**src/rtl/dsp_pkg.sv**
```systemverilog
// Shared constants and elaboration-time helpers for the DSP result collector.
package dsp_pkg;

  localparam int PWIDTH_DEFAULT = 48;
  localparam int DEPTH_DEFAULT  = 4;

  // Total register stages between operand acceptance and a valid P output.
  function automatic int dsp_latency(input int abreg, input int mreg, input int preg);
    return abreg + mreg + preg;
  endfunction

  // Ceiling log2 for sizing pointers and counters (clog2(1) = 0).
  function automatic int clog2(input int value);
    int r;
    r = 0;
    for (int v = value - 1; v > 0; v = v >> 1) begin
      r++;
    end
    return r;
  endfunction

endpackage

```
**src/rtl/dsp_result_fifo.sv**
```systemverilog
// Synchronous result FIFO: registered occupancy, power-of-two depth,
// head word forced to zero while empty so the output is clean after reset.
module dsp_result_fifo
  import dsp_pkg::*;
#(
  parameter  int WIDTH = 49,
  parameter  int DEPTH = 4,
  localparam int AW    = clog2(DEPTH)
) (
  input  logic             i_clk,
  input  logic             i_rst,
  input  logic             i_wr_en,
  input  logic [WIDTH-1:0] i_wr_data,
  input  logic             i_rd_en,
  output logic [WIDTH-1:0] o_rd_data,
  output logic [AW:0]      o_level,
  output logic             o_full,
  output logic             o_empty
);

  localparam logic [AW:0] FULL_LEVEL = DEPTH[AW:0];

  logic [WIDTH-1:0] r_mem [DEPTH];
  logic [AW-1:0]    r_wr_ptr;
  logic [AW-1:0]    r_rd_ptr;
  logic [AW:0]      r_level;
  logic             w_wr;
  logic             w_rd;

  assign o_full  = (r_level == FULL_LEVEL);
  assign o_empty = (r_level == '0);
  assign w_wr    = i_wr_en && !o_full;
  assign w_rd    = i_rd_en && !o_empty;

  // Storage array: written on every accepted push.
  // NOTE: the data array has no reset; pointers and level define validity and the head is masked while empty.
  always_ff @(posedge i_clk) begin
    if (w_wr) begin
      r_mem[r_wr_ptr] <= i_wr_data;
    end
  end

  // Pointer and occupancy bookkeeping; pointers wrap naturally at DEPTH.
  always_ff @(posedge i_clk) begin
    if (i_rst) begin
      r_wr_ptr <= '0;
      r_rd_ptr <= '0;
      r_level  <= '0;
    end else begin
      if (w_wr) r_wr_ptr <= r_wr_ptr + 1'b1;
      if (w_rd) r_rd_ptr <= r_rd_ptr + 1'b1;
      case ({w_wr, w_rd})
        2'b10:   r_level <= r_level + 1'b1;
        2'b01:   r_level <= r_level - 1'b1;
        default: r_level <= r_level;
      endcase
    end
  end

  assign o_rd_data = o_empty ? '0 : r_mem[r_rd_ptr];
  assign o_level   = r_level;

  // Upstream flow control must make overflow and underflow impossible.
  a_no_overflow:  assert property (@(posedge i_clk) disable iff (i_rst) !(i_wr_en && o_full));
  a_no_underflow: assert property (@(posedge i_clk) disable iff (i_rst) !(i_rd_en && o_empty));

endmodule

```
**src/rtl/dsp_result_collector.sv**
```systemverilog
// Tracks operand-valid tokens through the DSP48A1 register stages, captures
// {CARRYOUT, P} when a token emerges, and freezes the DSP via ce_out when the
// result FIFO is full so that no result is lost.
module dsp_result_collector
  import dsp_pkg::*;
#(
  parameter  int ABREG  = 2,
  parameter  int MREG   = 1,
  parameter  int PREG   = 1,
  parameter  int PWIDTH = PWIDTH_DEFAULT,
  parameter  int DEPTH  = DEPTH_DEFAULT,
  localparam int LW     = clog2(DEPTH) + 1
) (
  input  logic              CLK,
  input  logic              rst,
  input  logic              in_valid,
  output logic              in_ready,
  output logic              ce_out,
  input  logic [PWIDTH-1:0] P_in,
  input  logic              CARRYOUT_in,
  output logic [PWIDTH:0]   out_data,
  output logic              out_valid,
  input  logic              out_ready,
  output logic [LW-1:0]     level
);

  localparam int LAT = dsp_latency(ABREG, MREG, PREG);

  logic w_ce;
  logic w_tail;
  logic w_full;
  logic w_empty;
  logic w_wr_en;
  logic w_rd_en;

  // Enable is held high during reset so the DSP registers see their own reset;
  // otherwise it depends only on the registered FIFO count.
  assign w_ce     = rst || !w_full;
  assign ce_out   = w_ce;
  assign in_ready = w_ce;

  generate
    if (LAT == 0) begin : g_no_tok
      assign w_tail = in_valid;
    end else begin : g_tok
      logic [LAT-1:0] r_tok;

      // Token line mirrors the DSP pipeline: it shifts only when the DSP registers are enabled.
      // NOTE: non-blocking assignments let every stage read its neighbour's pre-edge value.
      always_ff @(posedge CLK) begin
        if (rst) begin
          r_tok <= '0;
        end else if (w_ce) begin
          r_tok[0] <= in_valid;
          for (int i = 1; i < LAT; i++) begin
            r_tok[i] <= r_tok[i-1];
          end
        end
      end

      assign w_tail = r_tok[LAT-1];
    end
  endgenerate

  assign w_wr_en = w_ce && w_tail;
  assign w_rd_en = !w_empty && out_ready;

  dsp_result_fifo #(
    .WIDTH (PWIDTH + 1),
    .DEPTH (DEPTH)
  ) u_fifo (
    .i_clk     (CLK),
    .i_rst     (rst),
    .i_wr_en   (w_wr_en),
    .i_wr_data ({CARRYOUT_in, P_in}),
    .i_rd_en   (w_rd_en),
    .o_rd_data (out_data),
    .o_level   (level),
    .o_full    (w_full),
    .o_empty   (w_empty)
  );

  assign out_valid = !w_empty;

endmodule

```
**config.mk**
```make
export PLATFORM = sky130hd
export DESIGN_NAME = dsp_result_collector
export DESIGN_NICKNAME = d
export VERILOG_FILES = /design/src/rtl/dsp_pkg.sv /design/src/rtl/dsp_result_fifo.sv /design/src/rtl/dsp_result_collector.sv
export SDC_FILE = /design/constraint.sdc
export NUM_CORES = 1
export LEC_CHECK = 0
export ABC_AREA = 0
export CAP_MARGIN = 20
export CORE_ASPECT_RATIO = 0.9
export CORE_MARGIN = 2
export CORE_UTILIZATION = 35
export CTS_CLUSTER_SIZE = 14
export DETAILED_ROUTE_END_ITERATION = 6
export PLACE_DENSITY_LB_ADDON = 0.2
export SLEW_MARGIN = 25
export SYNTH_ARGS = -nofsm -noshare
export SYNTH_HDL_FRONTEND = slang
export SYNTH_SLANG_ARGS = --single-unit
export TNS_END_PERCENT = 1
```
**constraint.sdc**
```tcl
create_clock -name CLK -period 7.3 [get_ports CLK]
set_clock_uncertainty 0.15 [all_clocks]
set_input_delay 0.73 -clock CLK [delete_from_list [all_inputs] [get_ports CLK]]
set_output_delay 0.73 -clock CLK [all_outputs]
set_load 0.02 [all_outputs]
```
After elaboration in Yosys (flattened, before gate mapping)
Memories as Yosys holds them, arrays and structs flattened. A register that Yosys moved wholly into a read port is not among the register bits.
Index checks and enable logic that the tools add are counted.
- memory bits (read-only): 0
- flip-flop bits (word level): 11
- bits in latches: 0
- logic and storage cells: 27
- memory bits (writable): 196
- memories kept: 1
- divide/modulo/power cells: 0
- mux-type cells: 6
- reduce and logical (&&, ||, !) cells: 9
- add/subtract/negate cells: 4
- shifts and indexed selects: 0
- equal/unequal tests: 3
- multipliers: 0
- bitwise gates (word level): 0
- magnitude comparators: 0
- memory list (name ; words ; width ; read ports ; clocked after Yosys merged registers in ; write ports ; line ; RTL):
    u_fifo.r_mem ; 4 ; 49 ; 1 ; 1 ; 1 ; dsp_result_fifo.sv:23 ; logic [WIDTH-1:0] r_mem [DEPTH];
- operator list (cell ; count):
    $mux 49 ; 1
    $pmux 3 s2 ; 1
    $add 2x1->2 const B ; 2
    $logic_and 1x1->1 ; 4
    $mux 2 ; 2
    $add 3x1->3 const B ; 1
    $eq 3x3->1 const B ; 1
    $logic_not 3->1 ; 1
    $sub 3x1->3 const B ; 1
    $eq 2x1->1 const B ; 1
    $eq 2x2->1 const B ; 1
    $logic_not 1->1 ; 2
    $mux 1 ; 2
    $reduce_bool 2->1 ; 1
    $logic_or 1x1->1 ; 1

Depth between registers and ports, before layout
- depth after elaboration: 7
- mapped depth: 9
- gate-level depth less buffers: 9

Modules after synthesis
From an unflattened synthesis, not the netlist that was laid out.
- cell total of the unflattened synthesis: 382
- area, all modules: 8152.8 µm²
- by module, submodules not included (module ; area an instance (µm²) ; cells an instance ; times used):
    dsp_result_fifo ; 7968.9 ; 364 ; 1
    dsp_result_collector ; 183.9 ; 18 ; 1

Worst setup path before layout
Ideal clock, no wire load.
- path kind: reg2reg
- start: register u_fifo.r_level[0], in the netlist u_fifo.o_level[0]
- end: memory u_fifo.r_mem[0][0] (enable)
- path slack: 4.590 ns
- data arrival time: 2.148 ns
- stages on the path, launching flop included: 4
- cells stage by stage: dfxtp_1 > nor3b_4 > nor2_1 > and2_1
- longest elaborated chain between the ends: 7
- RTL lines (what ; line ; RTL):
    from (decl) ; dsp_result_fifo.sv:26 ; logic [AW:0] r_level;
    from (signal assigned) ; dsp_result_fifo.sv:53 ; 2'b10: r_level <= r_level + 1'b1;
    from (signal assigned) ; dsp_result_fifo.sv:54 ; 2'b01: r_level <= r_level - 1'b1;
    from (signal assigned) ; dsp_result_fifo.sv:55 ; default: r_level <= r_level;
    $eq 3x3->1 * ; dsp_result_fifo.sv:30 ; assign o_full = (r_level == FULL_LEVEL);
    $logic_not 1->1 * ; dsp_result_fifo.sv:32, dsp_result_collector.sv:38 ;
    $logic_or 1x1->1 ; dsp_result_collector.sv:38 ; assign w_ce = rst || !w_full;
    $logic_and 1x1->1 ; dsp_result_collector.sv:65 ; assign w_wr_en = w_ce && w_tail;
    $logic_and 1x1->1 * ; dsp_result_fifo.sv:32 ; assign w_wr = i_wr_en && !o_full;
    $mux 1 * ; dsp_result_fifo.sv:38 ; if (w_wr) begin
    $mux 1 (not written as such) * ; dsp_result_fifo.sv:39 ; r_mem[r_wr_ptr] <= i_wr_data;
    to (decl) ; dsp_result_fifo.sv:23 ;
Every way passes the cells marked *; elsewhere a longest branch is shown, timed or not.

==> impl_metrics.py <==
metrics = {
    "synthesis": {
        "postSynthCellCount": 379,
        "synthTopCellsByCount": "edfxtp_1 (196), mux4_2 (49), nor2b_1 (49), dfxtp_1 (13), nor2_1 (10)",
        "ys_seq_area_frac": 0.765,
        "ys_top_cells_by_area": "edfxtp_1 (73%), mux4_2 (14%), nor2b_1 (3.8%)",
        "synthArstFlopShare": 0,
        "synth_top_area_frac": 0.733,
        "postSynthAreaPerCell_um2": 21.2,
        "yosysTopAreaCell": "edfxtp_1",
        "ys_warn_count": 0,
        "ys.flop_type": "edfxtp_1",
        "syn_area_um2": 8030,
        "yosysUniqueCellTypes": 27,
        "synth_edf_count": 196,
        "synth_most_common_cell": "edfxtp_1",
        "synth-seq-cells": 209,
        "synthesis.nets": 438,
    },
    "power_and_ir_drop": {
        "cellLeakagePower_nw": 3.11,
        "p_per_area_nw_per_um2": 254,
        "max-vdd-ir-drop_v": 0.000140,
    },
    "setup_path": {
        "r2r_start": "u_fifo.o_level[2]",
        "cp_cell_sequence": "buf_4 > mux4_2 > nor2b_1 > clkdlybuf4s50_1",
        "reg2reg_depth": 9,
        "slowest_stage": "clkdlybuf4s50_1",
        "r2r_end": "u_fifo.o_level[2]",
        "path_class": "register to output pin",
        "crit_required_ns": 6.42,
        "worst_setup_path_start_kind": "register",
        "slowest_delay_ns": 0.65,
        "worstPathArrival_ns": 2.82,
        "rrSetupSlack_ns": 4.62,
        "crit_fanout": 39,
        "cp-end-kind": "output pin",
    },
    "sta": {
        "fmax_ghz": 0.270,
        "tns_ns": 0,
        "slew_headroom": 0.468,
        "layout_min_cycle_time_ns": 3.70,
        "finalHoldViolations": 0,
        "hold-worst-slack_ns": 0.339,
        "slew_violations": 0,
        "fin_crit_sh": 0.507,
        "grt_setup_unrepaired": "false",
        "final-setup-viol-count": 0,
        "tightest_slew_ns": 0.798,
        "worst_slack_ns": 3.60,
    },
    "drt": {
        "via_per_inst": 4.82,
        "route.detailed.drc": 0,
        "drt-pass1-iter-count": 4,
        "ant_nets": 0,
        "routed_wl_um": 15700,
        "wire_per_inst_um": 19.3,
        "drtIter0Drc": 202,
        "vias": 3910,
    },
    "floorplanning": {
        "die_h_um": 148,
        "die_w_um": 164,
        "die-area_um2": 24200,
        "num_rows": 52,
        "coreArea_um2": 22500,
        "start_util": 0.357,
        "io-pin-count": 108,
    },
    "clocking": {
        "clkSlewWorstSetupHoldPaths_ns": 0.06,
        "cts_buffers": 22,
        "cts_resized": 0,
        "cts.sinks": 209,
        "postCtsSetupRepairBufs": 0,
        "cts_tree": "built",
        "cts_root_buffer": "clkbuf_16",
        "ctsHoldBuffers": 0,
        "clock_path_buffers": 3,
        "htreeDepth": 1,
        "clk_latency_ns": 0.49,
    },
    "worst_hold_path": {
        "hold_depth": 2,
        "min_from": "u_fifo.r_rd_ptr[1]",
        "holdCritPathClass": "register to register",
    },
    "run": {
        "drv_cap": 0,
    },
    "global_route": {
        "grt_usage": 0.132,
        "grt_pass1_vias": 4269,
        "grt_max_degree": 53,
        "antenna_found_initial": 1,
        "grt_pass1_wl_um": 24100,
        "overflow": 0,
    },
    "placement": {
        "io_buffers": 107,
        "pre_cts_ws_ns": 4.06,
        "placed_area_um2": 9450,
        "hpwlAfterDp_um": 8670,
        "place_congestion": 0.707,
    },
    "finish": {
        "final_area_um2": 10200,
        "n_fill_cell": 1968,
        "drive_gt1_frac": 0.183,
        "final_nets": 558,
        "area_growth_pct": 26.6,
    },
    "status": {
        "status": "complete, no violations",
    },
}
-- sequential cells by signal (all words and copies together), names as in the netlist, named ones only --
register         cells
u_fifo.r_rd_ptr      2
u_fifo.r_mem       196
u_fifo.o_level       3
g_tok.r_tok          4
u_fifo.r_wr_ptr      2
-- cell families after synthesis --
group / after synthesis / synth area share
multiplexers: 54 / 0.144
adder cells (fa/ha/maj): 6 / 0.0103
AO/OA/AOI/OAI: 8 / 0.00530
flip-flops: 209 / 0.765
XOR/XNOR: 3 / 0.00327
AND/OR/NAND/NOR: 72 / 0.0540
buffers and inverters: 27 / 0.0185
-- layout by cell type, fill, tap and decap left out, types with 3 or more instances in the layout --
master / netlist / layout
a21oi_1: 4 / 4
and2_2: 0 / 4
buf_4: 4 / 6
bufinv_16: 0 / 3
clkbuf_1: 6 / 4
clkbuf_16: 0 / 23
clkdlybuf4s50_1: 0 / 107
clkinv_1: 0 / 5
dfxtp_1: 13 / 11
edfxtp_1: 196 / 196
ha_1: 5 / 5
inv_1: 8 / 8
mux2i_1: 5 / 5
mux4_2: 49 / 49
nand2b_1: 3 / 3
nor2_1: 10 / 10
nor2b_1: 49 / 49
or3_1: 3 / 3
xor2_1: 3 / 3
-- how the worst max path moves through the flow --
| stage | startpoint | to | slack, ns | cells after the start |
|---|---|---|---|---|
| 2_1_floorplan | u_fifo.o_level[0] | u_fifo.r_mem[0][0] | 4.59 | 3 |
| 3_3_place_gp | register | out_data[0] | 3.89 | 3 |
| 3_5_place_dp | register | out_data[0] | 4.06 | 4 |
| 4_1_cts | register | out_data[0] | 3.52 | 4 |
| 5_1_grt | register | out_data[18] | 3.44 | 4 |
| 6_report | register | out_data[18] | 3.60 | 4 |
-- per-layer routing --
layer  vias up  track usage  wire length, µm
met3        22       0.0306              854
met2       108        0.215             7650
met5         -            0                0
li1       1742            -                -
met1      2038        0.180             6870
met4         0       0.0325              279
-- per-stage QoR --
| stage | utilization | total power [mW] | instances |
|---|---|---|---|
| floorplan | - | 1.43 | 379 |
| global placement | 0.419 | 1.51 | 771 |
| detailed placement | 0.420 | 1.52 | 772 |
| CTS | 0.452 | 2.63 | 810 |
| global route | 0.452 | 2.68 | 810 |
| finish | 0.452 | 2.59 | 811 |
-- layout make-up --
type                            count  area [µm²]  share of cell area
Sequential cell                   209        6150               0.605
Clock inverter                     11         126              0.0124
Tap cell                          297         372              0.0365
Antenna cell                        1        2.50            0.000246
Timing Repair Buffer              114        1140               0.112
Multi-Input combinational cell    143        1750               0.172
Clock buffer                       27         591              0.0581
Inverter                            9        33.8             0.00332
-- where the power goes --
part           leakage [nW]  switching, mW  internal [mW]
clock network         0.346          0.423          0.676
registers              1.87        0.00868           1.32
logic                 0.896         0.0770         0.0872
-- critical path, delay by kind of cell, from the launching register on --
| family | cells | cell delay, ns |
|---|---|---|
| buffers and inverters | 2 | 1.25 |
| DFF | 1 | 0.51 |
| muxes | 1 | 0.31 |
| and+or+nand+nor | 1 | 0.23 |
(Power assumes the default switching activity.)
